==> config.mk <==
export PLATFORM = sky130hd
export DESIGN_NAME = seg_scan
export DESIGN_NICKNAME = d
export VERILOG_FILES = /design/src/rtl/seg_scan_pkg.sv /design/src/rtl/seg_pwm.sv /design/src/rtl/seg_scan.sv
export SDC_FILE = /design/constraint.sdc
export NUM_CORES = 1
export LEC_CHECK = 0
export BUFFER_PORTS_ARGS = -buffer_cell sky130_fd_sc_hd__buf_4
export CAP_MARGIN = 20
export CELL_PAD_IN_SITES_DETAIL_PLACEMENT = 2
export CELL_PAD_IN_SITES_GLOBAL_PLACEMENT = 2
export CORE_UTILIZATION = 30
export DETAILED_ROUTE_END_ITERATION = 12
export PLACE_DENSITY_LB_ADDON = 0.12
export SLEW_MARGIN = 5
export SYNTH_ARGS = -nofsm -noshare
export SYNTH_HDL_FRONTEND = slang
export SYNTH_SLANG_ARGS = --single-unit
==> constraint.sdc <==
create_clock -name sys_clk_p -period 2.5 [get_ports sys_clk_p]
set_input_delay 0.5 -clock sys_clk_p [delete_from_list [all_inputs] [get_ports sys_clk_p]]
set_output_delay 0.5 -clock sys_clk_p [all_outputs]
set_load 0.1 [all_outputs]
==> src/rtl/seg_scan_pkg.sv <==
// seg_scan_pkg: shared types, constants and polarity helpers for the seven-segment scanner
//   state_t        : scan FSM state encoding (ST_BLANK, ST_SHOW)
//   PWM_W          : width of the brightness PWM counter
//   seg_pol/dig_pol: map "1 = lit" patterns onto pin polarity
//   seg_off/dig_off: all-inactive pin values for a given polarity
package seg_scan_pkg;
   typedef enum logic {ST_BLANK, ST_SHOW} state_t;
   localparam int PWM_W = 4;
   function automatic logic [7:0] seg_pol(input logic [7:0] lit, input bit act);
      return act ? lit : ~lit;
   endfunction
   function automatic logic [3:0] dig_pol(input logic [3:0] lit, input bit act);
      return act ? lit : ~lit;
   endfunction
   function automatic logic [7:0] seg_off(input bit act);
      return seg_pol(8'h00, act);
   endfunction
   function automatic logic [3:0] dig_off(input bit act);
      return dig_pol(4'h0, act);
   endfunction
endpackage

==> src/rtl/seg_pwm.sv <==
// seg_pwm: brightness PWM counter, counts microsecond ticks and reports "on" while cnt < bright
//   sys_clk_p : clock
//   sys_rst   : synchronous active-high reset
//   clr       : restart the PWM period at 0
//   inc       : advance the counter (wraps 15 -> 0)
//   bright    : duty setting, on for bright of every 16 counts
//   cnt       : current PWM count
//   on        : high while cnt < bright
import seg_scan_pkg::*;
module seg_pwm (
   input  logic             sys_clk_p,
   input  logic             sys_rst,
   input  logic             clr,
   input  logic             inc,
   input  logic [PWM_W-1:0] bright,
   output logic [PWM_W-1:0] cnt,
   output logic             on
);
   always_ff @(posedge sys_clk_p)
      if (sys_rst || clr) cnt <= '0;
      else if (inc) cnt <= cnt + 1'b1;
   assign on = cnt < bright;
endmodule

==> src/rtl/seg_scan.sv <==
// seg_scan: multiplexed seven-segment driver with per-slot blanking gap and brightness PWM
//   sys_clk_p, sys_rst        : clock, synchronous active-high reset
//   ena_us, ena_ms            : one-cycle microsecond / millisecond strobes
//   seg_hex0..seg_hex3        : digit segment patterns, bit7 = dp, 1 = lit
//   dig_ena                   : per-digit display enable mask
//   bright                    : brightness 0..15 (duty bright/16)
//   seg_out, dig_out          : registered board pins, polarity SEG_ACT / DIG_ACT
//   scan_idx                  : digit currently owning the scan slot
import seg_scan_pkg::*;
module seg_scan #(
   parameter int NDIG     = 4,
   parameter bit SEG_ACT  = 1'b0,
   parameter bit DIG_ACT  = 1'b0,
   parameter int BLANK_US = 8
) (
   input  logic       sys_clk_p,
   input  logic       sys_rst,
   input  logic       ena_us,
   input  logic       ena_ms,
   input  logic [7:0] seg_hex0,
   input  logic [7:0] seg_hex1,
   input  logic [7:0] seg_hex2,
   input  logic [7:0] seg_hex3,
   input  logic [3:0] dig_ena,
   input  logic [3:0] bright,
   output logic [7:0] seg_out,
   output logic [3:0] dig_out,
   output logic [1:0] scan_idx
);
   localparam logic [7:0] SEG_OFF   = seg_off(SEG_ACT);
   localparam logic [3:0] DIG_OFF   = dig_off(DIG_ACT);
   localparam logic [9:0] BLANK_END = 10'(BLANK_US);
   localparam logic [1:0] IDX_LAST  = 2'(NDIG - 1);
   state_t           state, state_n;
   logic [9:0]       blank_cnt, blank_n;
   logic [7:0]       seg_lat, lat_n, seg_sel;
   logic [1:0]       idx_n;
   logic             pwm_clr, pwm_inc, pwm_on, lit;
   logic [PWM_W-1:0] pwm_cnt;
   assign seg_sel = scan_idx == 2'd0 ? seg_hex0 :
                    scan_idx == 2'd1 ? seg_hex1 :
                    scan_idx == 2'd2 ? seg_hex2 : seg_hex3;
   // ena_ms ends the slot from either state and swallows a coincident ena_us
   always_comb begin
      state_n = state;
      idx_n   = scan_idx;
      blank_n = blank_cnt;
      lat_n   = seg_lat;
      pwm_clr = 1'b0;
      if (ena_ms) begin
         idx_n   = scan_idx == IDX_LAST ? 2'd0 : scan_idx + 2'd1;
         state_n = ST_BLANK;
         blank_n = '0;
      end else if (ena_us && state == ST_BLANK) begin
         blank_n = blank_cnt + 10'd1;
         if (blank_n == BLANK_END) begin
            lat_n   = seg_sel;
            pwm_clr = 1'b1;
            state_n = ST_SHOW;
         end
      end
   end
   assign pwm_inc = ena_us && !ena_ms && state == ST_SHOW;
   seg_pwm u_pwm (
      .sys_clk_p (sys_clk_p),
      .sys_rst   (sys_rst),
      .clr       (pwm_clr),
      .inc       (pwm_inc),
      .bright    (bright),
      .cnt       (pwm_cnt),
      .on        (pwm_on)
   );
   assign lit = state == ST_SHOW && dig_ena[scan_idx] && pwm_on;
   always_ff @(posedge sys_clk_p)
      if (sys_rst) begin
         state     <= ST_BLANK;
         scan_idx  <= '0;
         blank_cnt <= '0;
         seg_lat   <= '0;
         seg_out   <= SEG_OFF;
         dig_out   <= DIG_OFF;
      end else begin
         state     <= state_n;
         scan_idx  <= idx_n;
         blank_cnt <= blank_n;
         seg_lat   <= lat_n;
         seg_out   <= lit ? seg_pol(seg_lat, SEG_ACT) : SEG_OFF;
         dig_out   <= lit ? dig_pol(4'b0001 << scan_idx, DIG_ACT) : DIG_OFF;
      end
endmodule

==> results of run 1 <==
==> area by class of cell <==
| cell class | instances | area (um^2) |
|---|---|---|
| clock buffer | 5 | 68.8 |
| clock inverter | 2 | 35.0 |
| fill | 677 | 3530 |
| inverter | 5 | 18.8 |
| multi-input combinational | 155 | 1110 |
| sequential | 37 | 741 |
| tap | 75 | 93.8 |
| timing repair buffer | 61 | 458 |
==> flip-flops by register name (all words and copies together), names as in the netlist <==
register	count
blank_cnt	10
u_pwm.cnt	4
state	1
scan_idx	2
seg_out	8
dig_out	4
seg_lat	8
==> cell usage after synthesis, types with 2 or more instances <==
cell	n	area (um^2)
nand2_1	24	90.1
nand3b_1	2	15.0
xor2_1	8	70.1
ha_1	10	125
nor3_1	7	35.0
xnor2_1	5	43.8
and2b_1	3	22.5
nand3_1	4	20.0
nor2b_1	6	37.5
a21o_1	2	15.0
clkbuf_1	8	30.0
dfxtp_1	37	741
o21ai_0	9	45.0
mux2i_1	20	200
a21oi_1	3	15.0
buf_2	3	15.0
nor2_1	23	86.3
mux2_4	6	90.1
mux2_2	2	22.5
nand4_1	8	50.1
inv_1	5	18.8
==> cell families after synthesis <==
family / count (synthesis) / synth area share, %
simple gates: 86 / 22.3
flops: 37 / 38.2
mux: 30 / 18.0
buf+inv: 18 / 4.26
compound gates: 16 / 4.84
xor+xnor: 13 / 5.87
fa+ha+maj: 10 / 6.46
==> worst max-delay path by stage <==
stage	slack, ns	endpoint	startpoint
finish	0.20	seg_lat[0]	blank_cnt[0]
global route	0.09	seg_lat[0]	blank_cnt[0]
CTS	0.18	seg_lat[0]	blank_cnt[0]
detailed placement	0.22	seg_lat[0]	blank_cnt[0]
global placement	0.30	seg_lat[1]	blank_cnt[0]
floorplan	0.004	seg_lat[2]	scan_idx[1]
==> power by group <==
group / internal, mW / total (mW) / leakage (nW) / switching [mW]
clock network: 0.290 / 0.503 / 0.0540 / 0.213
registers: 0.593 / 0.601 / 0.299 / 0.00831
logic: 0.0948 / 0.189 / 0.772 / 0.0942
total: 0.978 / 1.29 / 1.13 / 0.315
==> through the flow <==
stage	setup slack, ns	cell area [um^2]	std cells	hold slack, ns	util, %
2_1_floorplan	0.00429	1940	210	0.353	-
3_3_place_gp	0.302	2430	333	0.364	40.0
3_5_place_dp	0.219	2430	333	0.373	40.0
4_1_cts	0.181	2530	340	0.392	41.7
5_1_grt	0.0948	2530	340	0.411	41.7
6_report	0.200	2530	340	0.390	41.7
==> routing by layer <==
| metal | GRT usage (%) | up-vias | wire, um |
|---|---|---|---|
| met5 | 0 | - | 0 |
| li1 | - | 814 | - |
| met2 | 28.4 | 43 | 2440 |
| met3 | 5.27 | 4 | 307 |
| met4 | 3.68 | 0 | 36 |
| met1 | 19.3 | 772 | 2210 |
==> flow_metrics.py, run 1 <==
metrics = {
    "sta": {
        "finClkSkew_ns": 0.00413,
        "hold_viol": 0,
        "report.final.setup_viol": 0,
        "timing.fmax_ghz": 0.435,
        "drv_slew": 0,
        "grt_setup_unrepaired": "no",
        "setup-tns-final_ns": 0,
        "worstMarginPinSlew_ns": 0.486,
        "finalCritPeriodShare_pct": 92.0,
        "relSlewSlack_pct": 67.6,
        "period_minus_slack_ns": 2.30,
    },
    "synthesis": {
        "syn-mean-instance-area_um2": 9.23,
        "syn_area_mm2": 0.00194,
        "synth-edff-count": 0,
        "synthArstFlopShare_pct": 0,
        "yosysSeqAreaShare_pct": 38.2,
        "syn_inst": 210,
        "synth_nets": 264,
        "ys.flop_type": "dfxtp_1",
        "yosysWarnings": 0,
        "synth.distinct_cells": 36,
        "ys_ff_latch": 37,
    },
    "placed_design": {
        "buffer_ports.inserted": 57,
        "place.gp.congestion": 0.692,
        "hpwl_um": 3910,
    },
    "global_routing": {
        "grt.total_usage_pct": 16.3,
        "overflow": 0,
        "grt_max_degree": 25,
        "antenna_found_initial": 0,
        "grt_pass1_vias": 1693,
        "grt_pass1_wl_um": 8300,
    },
    "clock_network": {
        "cts_buffers": 5,
        "post_cts_buffers": 0,
        "clk_pin_slew_worst_paths_ns": 0.07,
        "hold_buffers": 0,
        "cts_buffer_depth": 2,
        "ctsRootBufferMaster": "clkbuf_8",
        "worstSkewPairLatency_ns": 0.29,
        "cts_resized": 0,
        "cts_sinks": 37,
        "cts_tree": "yes",
        "htree_levels": 2,
    },
    "layout": {
        "final_common_cell": "buf_4",
        "drive_gt1_share_pct": 31.3,
        "area_growth_pct": 30.5,
        "n_antenna_cell": 0,
        "finalNetCount": 319,
        "final_cell_mix": "buf_4 (61), dfxtp_1 (37), nand2_1 (24)",
    },
    "worst_hold_path": {
        "whs_endpoint": "seg_out[2]",
        "min_path_type": "reg2reg",
        "worstHoldStart": "seg_lat[2]",
        "hold_depth": 1,
    },
    "power_and_ir_drop": {
        "vdd_drop_max_mv": 0.203,
        "leakagePower_nw": 1.13,
        "power_mw": 1.29,
        "powerDensity_mw_per_mm2": 511,
    },
    "run_status": {
        "outcome": "complete, no violations",
    },
    "floorplan": {
        "io_pins": 58,
        "core_mm2": 0.00606,
        "dieWidth_um": 82.4,
        "rows": 28,
        "die_y_um": 82.4,
        "fp.dieArea_mm2": 0.00679,
        "start_util_pct": 32.0,
    },
    "critical_path": {
        "criticalPathCategory": "reg2reg",
        "timing.critical_path.to_type": "register",
        "path_cells": "ha_1, or4b_1, nand2_1, mux2i_2, nor3_4, buf_4, mux2_2",
        "slowest_stage": "or4b_1",
        "timing.rr.start": "blank_cnt[0]",
        "regToRegSetupSlack_ns": 0.20,
        "worstPathArrival_ns": 2.48,
        "cp_slowest_stage_delay_ns": 0.49,
        "crit_buf_inv": 1,
        "crit_cells": 7,
        "reg2reg_to": "seg_lat[0]",
        "required_ns": 2.68,
        "critPathMaxFanout": 12,
        "start_kind": "register",
        "path_delay_family": "simple AND/OR/NAND/NOR gates",
        "worstRegToRegCells": 7,
    },
    "route": {
        "wl_per_cell_um": 14.7,
        "post_drt_via_cell_ratio": 4.80,
        "drt-pass1-iter-count": 4,
        "drc": 0,
        "vias": 1633,
        "wl_um": 5000,
        "drtIter0Drc": 35,
        "antenna_left": 0,
    },
    "run": {
        "drv_cap": 0,
    },
}
Power figures use the tool's default switching activity.
==> inputs of run 2 (changes only) <==
- RECOVER_POWER: unset -> 50
==> run 2 against run 1 <==
Compared with the run above:
- count of clock-buffer cells in the layout unchanged
- sequential power about the same
- final cell count unchanged
- register-to-register slack about the same
- critical endpoint unchanged
- highest routed layer unchanged
- critical path depth unchanged
- combinational power about the same
- first-iteration DRC count up 11%
- worst hold slack about the same
- largest cell class unchanged
- die area unchanged
==> flow_metrics.py, run 2 (same netlist as run 1, synthesis figures left out) <==
metrics = {
    "run_status": {
        "outcome": "complete, no violations",
    },
    "clock_network": {
        "htree_levels": 2,
        "cts_buffer_depth": 2,
        "ctsRootBufferMaster": "clkbuf_8",
        "hold_buffers": 0,
        "cts_resized": 0,
        "cts_buffers": 5,
        "worstSkewPairLatency_ns": 0.29,
        "post_cts_buffers": 0,
        "clk_pin_slew_worst_paths_ns": 0.07,
        "cts_tree": "yes",
        "cts_sinks": 37,
    },
    "global_routing": {
        "grt_pass1_vias": 1693,
        "grt_pass1_wl_um": 8300,
        "overflow": 0,
        "antenna_found_initial": 0,
        "grt.total_usage_pct": 16.3,
        "grt_max_degree": 25,
    },
    "sta": {
        "timing.fmax_ghz": 0.435,
        "worstMarginPinSlew_ns": 1.18,
        "finClkSkew_ns": 0.00488,
        "period_minus_slack_ns": 2.30,
        "grt_setup_unrepaired": "no",
        "report.final.setup_viol": 0,
        "setup-tns-final_ns": 0,
        "finalCritPeriodShare_pct": 92.0,
        "hold_viol": 0,
        "relSlewSlack_pct": 21.4,
        "drv_slew": 0,
    },
    "layout": {
        "largestRegisters": "blank_cnt x10, seg_lat x8, seg_out x8",
        "fillerInstances": 688,
        "finalNetCount": 319,
        "final_cell_mix": "buf_4 (47), dfxtp_1 (37), nand2_1 (24), nor2_1 (24), mux2i_1 (20)",
        "drive_gt1_share_pct": 25.7,
        "multi_input_area_mm2": 0.00111,
        "final_common_cell": "buf_4",
        "stdcell_area_mm2": 0.00247,
        "n_antenna_cell": 0,
        "seq_area_um2": 741,
        "regMostFlops": "blank_cnt",
        "largest_reg_flops": 10,
        "area_growth_pct": 27.7,
    },
    "placed_design": {
        "place.gp.congestion": 0.692,
        "hpwl_um": 3910,
        "dpl_cell_area_mm2": 0.00243,
        "buffer_ports.inserted": 57,
    },
    "critical_path": {
        "worstPathArrival_ns": 2.48,
        "path_delay_family": "simple AND/OR/NAND/NOR gates",
        "timing.critical_path.to_type": "register",
        "required_ns": 2.68,
        "cp_slowest_stage_delay_ns": 0.49,
        "crit_buf_inv": 1,
        "path_cells": "ha_1, or4b_1, nand2_1, mux2i_2, nor3_4, buf_4, mux2_2",
        "start_kind": "register",
        "critPathMaxFanout": 12,
        "slowest_stage": "or4b_1",
        "criticalPathCategory": "reg2reg",
    },
    "route": {
        "wl_per_cell_um": 14.7,
        "drt-pass1-iter-count": 4,
        "drc": 0,
        "post_drt_via_cell_ratio": 4.81,
        "drtIter0Drc": 39,
        "antenna_left": 0,
        "wl_um": 5000,
        "vias": 1636,
    },
    "floorplan": {
        "rows": 28,
        "io_pins": 58,
        "core_mm2": 0.00606,
        "die_y_um": 82.4,
        "fp.dieArea_mm2": 0.00679,
        "start_util_pct": 32.0,
        "dieWidth_um": 82.4,
    },
    "power_and_ir_drop": {
        "powerDensity_mw_per_mm2": 523,
        "power_mw": 1.29,
        "leakagePower_nw": 1.08,
        "vdd_drop_max_mv": 0.203,
    },
    "run": {
        "drv_cap": 0,
    },
    "worst_hold_path": {
        "min_path_type": "reg2reg",
    },
}
## run 2: cell count changes in the layout (fill, tap and decap cells not counted)
cell      delta
buf_4       -14
clkbuf_1    +14
nor2_1       +1
nor2_2       -1
## run 2: stage by stage
step                      setup slack [ns]  instances  hold WS [ns]  utilization (%)
after floorplan                    0.00429        210         0.353                -
after global placement               0.302        333         0.364             40.0
after detailed placement             0.219        333         0.373             40.0
after CTS                            0.181        340         0.392             41.7
after global routing                0.0948        340         0.411             40.8
final                                0.200        340         0.390             40.8
## run 2: path summary, 6_finish.rpt
check / from / slack (ns) / depth (start not counted) / to
worst max register to register: blank_cnt[0] / 0.20 / 7 / seg_lat[0]
worst max-delay path: blank_cnt[0] / 0.20 / 7 / seg_lat[0]
worst min register to register: seg_lat[2] / 0.39 / 1 / seg_out[2]
worst min-delay path: seg_lat[2] / 0.39 / 1 / seg_out[2]
## run 2: worst reg2reg max path: stages (launching register included)
cell	delay, ns
dfxtp_1	0.40
ha_1	0.32
or4b_1	0.49
nand2_1	0.09
mux2i_2	0.09
nor3_4	0.19
buf_4	0.24
mux2_2	0.36
## run 2: area by class of cell
cell class / count / share of cell area [%]
multi-input cells: 155 / 44.9
clock buffers: 5 / 2.78
clock inverters: 2 / 1.42
inverters: 5 / 0.758
repair buffers: 61 / 16.4
well taps: 75 / 3.79
flip-flops and latches: 37 / 29.9
## run 2: layer usage
metal  routed length (um)  share of wire (%)  up-vias  GRT usage, %
li1                     -                  -      815             -
met1                 2220                 44      774          19.3
met2                 2430                 49       43          28.4
met3                  309                6.2        4          5.27
met4                   36               0.72        0          3.68
met5                    0                  0        -             0
## run 2: power breakdown
group          leakage [nW]  internal (mW)  switching (mW)
sequential            0.299          0.593         0.00831
clock                0.0540          0.290           0.214
combinational         0.729         0.0941          0.0941
total                  1.08          0.977           0.316
==> inputs of run 3 (changes only) <==
- ABC_AREA: unset -> 1
- ABC_CLOCK_PERIOD_IN_PS: unset -> 2500
- CORE_UTILIZATION: 30 -> 27
==> run 3 against run 2 <==
Compared with the run above:
- global-route usage increased by 1.1 points
- setup slack improved by 0.21 ns
- area after synthesis increased by 4.6%
- count of clock-buffer cells in the layout unchanged
- first-iteration DRC count decreased by 46%
- power increased by 12%
- sequential cell count unchanged
- die area increased by 16%
- clock power increased by 24%
- sequential share of layout area decreased by 2.0 points
- utilization decreased by 4.1 points
- via count increased by 29%
- largest power group is now the clock network
==> flow_metrics.py, run 3 <==
metrics = {
    "placed_design": {
        "dpl_worst_slack_ns": 0.474,
        "hpwl_um": 4880,
        "place.gp.congestion": 0.760,
        "buffer_ports.inserted": 57,
    },
    "power_and_ir_drop": {
        "leakagePower_nw": 1.20,
        "seqPwrFrac_pct": 42.2,
        "comb_power_share_pct": 14.5,
        "powerDensity_mw_per_mm2": 544,
        "vdd_drop_max_mv": 0.201,
        "power_switching_mw": 0.366,
        "swShare_pct": 25.3,
        "p_int_mw": 1.08,
        "clkPwrFrac_pct": 43.3,
    },
    "synthesis": {
        "yosysSeqAreaShare_pct": 36.5,
        "synth_most_common_cell": "nand2_1",
        "yosys-top-cells-count": "nand2_1 (79), inv_1 (55), dfxtp_1 (37)",
        "synth_xor_area_share_pct": 1.30,
        "synth_mux_area_share_pct": 0,
        "syn_inst": 296,
        "yosys.area_share.adder_pct": 6.17,
        "syn_area_mm2": 0.00203,
        "synth.top_cell.area_share_pct": 36.5,
        "synthArstFlopShare_pct": 0,
        "synth.distinct_cells": 22,
        "yosysTopAreaCell": "dfxtp_1",
        "syn-mean-instance-area_um2": 6.85,
        "synthSimpleGateAreaFrac_pct": 31.5,
        "synth-edff-count": 0,
        "synth_top_cells_by_area": "dfxtp_1 (37%), nand2_1 (15%), inv_1 (10%)",
        "ys.flop_type": "dfxtp_1",
        "yosysWarnings": 0,
        "synth_compound_area_share_pct": 12.8,
        "synth_top_family_by_area": "simple AND/OR/NAND/NOR gates",
        "synth_nets": 350,
        "ys_ff_latch": 37,
    },
    "clock_network": {
        "cts_sinks": 37,
        "cts_buffer_depth": 2,
        "cts_tree": "yes",
        "ctsRootBufferMaster": "clkbuf_8",
        "cts_buffers": 5,
        "post_cts_buffers": 0,
        "clk_pin_slew_worst_paths_ns": 0.08,
        "cts_resized": 0,
        "htree_levels": 2,
        "hold_buffers": 0,
        "worstSkewPairLatency_ns": 0.30,
    },
    "critical_path": {
        "timing.critical_path.to_type": "output port",
        "slowest_stage": "clkbuf_1",
        "start_kind": "register",
        "criticalPathCategory": "reg2out",
        "worstPathArrival_ns": 1.59,
        "crit_buf_inv": 1,
        "required_ns": 2.00,
        "critPathMaxFanout": 8,
        "path_delay_family": "buffers and inverters",
        "cp_slowest_stage_delay_ns": 0.88,
        "path_cells": "clkbuf_1",
    },
    "floorplan": {
        "core_mm2": 0.00725,
        "io_pins": 58,
        "fp.dieArea_mm2": 0.00786,
        "die_y_um": 88.7,
        "rows": 31,
        "start_util_pct": 28.0,
        "dieWidth_um": 88.7,
    },
    "route": {
        "antenna_left": 0,
        "post_drt_via_cell_ratio": 4.62,
        "wl_per_cell_um": 13.6,
        "drt-pass1-iter-count": 4,
        "drc": 0,
        "vias": 2111,
        "drtIter0Drc": 21,
        "wl_um": 6200,
    },
    "layout": {
        "finalNetCount": 411,
        "area_growth_pct": 31.2,
        "drive_gt1_share_pct": 19.8,
        "largest_reg_flops": 10,
        "n_antenna_cell": 0,
        "regMostFlops": "blank_cnt",
        "largestRegisters": "blank_cnt x10, seg_lat x8, seg_out x8",
        "final_common_cell": "nand2_1",
        "final_cell_mix": "nand2_1 (80), inv_1 (55), buf_4 (47)",
    },
    "worst_hold_path": {
        "min_path_type": "in2reg",
    },
    "global_routing": {
        "grt_pass1_vias": 2206,
        "antenna_found_initial": 0,
        "grt.total_usage_pct": 17.4,
        "overflow": 0,
        "grt_max_degree": 18,
        "grt_pass1_wl_um": 10300,
    },
    "sta": {
        "hold_viol": 0,
        "hold_slack_ns": 0.384,
        "finClkSkew_ns": 0.00879,
        "grt_setup_unrepaired": "no",
        "relSlewSlack_pct": 21.5,
        "report.final.setup_viol": 0,
        "finalCritPeriodShare_pct": 83.8,
        "period_minus_slack_ns": 2.09,
        "drv_slew": 0,
        "fin_ws_ns": 0.405,
        "setup-tns-final_ns": 0,
        "worstMarginPinSlew_ns": 1.18,
        "timing.fmax_ghz": 0.477,
    },
    "run": {
        "drv_cap": 0,
    },
    "run_status": {
        "outcome": "complete, no violations",
    },
}
## run 3: cell types whose count changed after synthesis, moves of 9 or more
cell	previous run	this run
nand2_1	24	79
inv_1	5	55
mux2i_1	20	0
nand3_1	4	15
o211ai_1	0	11
a21oi_1	3	13
nor2_1	23	14
nor2_2	1	10
o21ai_0	9	18
## run 3: per-stage QoR
| step | util, % | power [mW] | cell area (um^2) | std cells |
|---|---|---|---|---|
| 4_1_cts | 37.4 | 1.48 | 2720 | 457 |
| 6_report | 36.7 | 1.45 | 2660 | 457 |
| 2_1_floorplan | - | 0.742 | 2030 | 296 |
| 3_5_place_dp | 35.6 | 0.842 | 2580 | 449 |
| 3_3_place_gp | 35.6 | 0.836 | 2580 | 449 |
| 5_1_grt | 36.7 | 1.52 | 2660 | 457 |
## run 3: routing by layer
layer  GRT usage, %  vias up  part of all wire (%)
li1               -     1059                     -
met4           6.16        0                   1.8
met2           33.1       35                    53
met1           18.1     1009                    40
met5              0        -                     0
met3           4.85        8                   4.9
## run 3: final timing paths
| check | start | to | slack (ns) | depth (start not counted) |
|---|---|---|---|---|
| setup reg to reg | blank_cnt[0] | u_pwm.cnt[1] | 0.44 | 10 |
| hold reg to reg | seg_lat[3] | seg_out[3] | 0.40 | 1 |
| setup / recovery | scan_idx[0] | scan_idx[0] | 0.41 | 1 |
| hold / removal | sys_rst | scan_idx[0] | 0.38 | 2 |
## run 3: layout make-up
type | count | area (um^2)
tap | 99 | 124
multi-input combinational | 196 | 1050
clock buffer | 5 | 68.8
timing repair buffer | 60 | 402
clock inverter | 3 | 65.1
inverter | 57 | 214
sequential | 37 | 742
fill | 927 | 4590
## run 3: power by group through the flow
stage / combinational [mW] / clock, mW / sequential (mW)
2_1_floorplan: 0.103 / 0 / 0.640
3_3_place_gp: 0.211 / 0 / 0.625
3_5_place_dp: 0.216 / 0 / 0.626
4_1_cts: 0.218 / 0.655 / 0.612
5_1_grt: 0.237 / 0.668 / 0.613
6_report: 0.210 / 0.626 / 0.611
## run 3: logic make-up (layout without fill, tap and decap cells)
logic type / after synthesis / after routing
AND/OR/NAND/NOR: 138 / 138
flip-flops: 37 / 37
buffers and inverters: 63 / 125
adder cells (fa/ha/maj): 10 / 10
AO/OA/AOI/OAI: 45 / 45
XOR/XNOR: 3 / 3
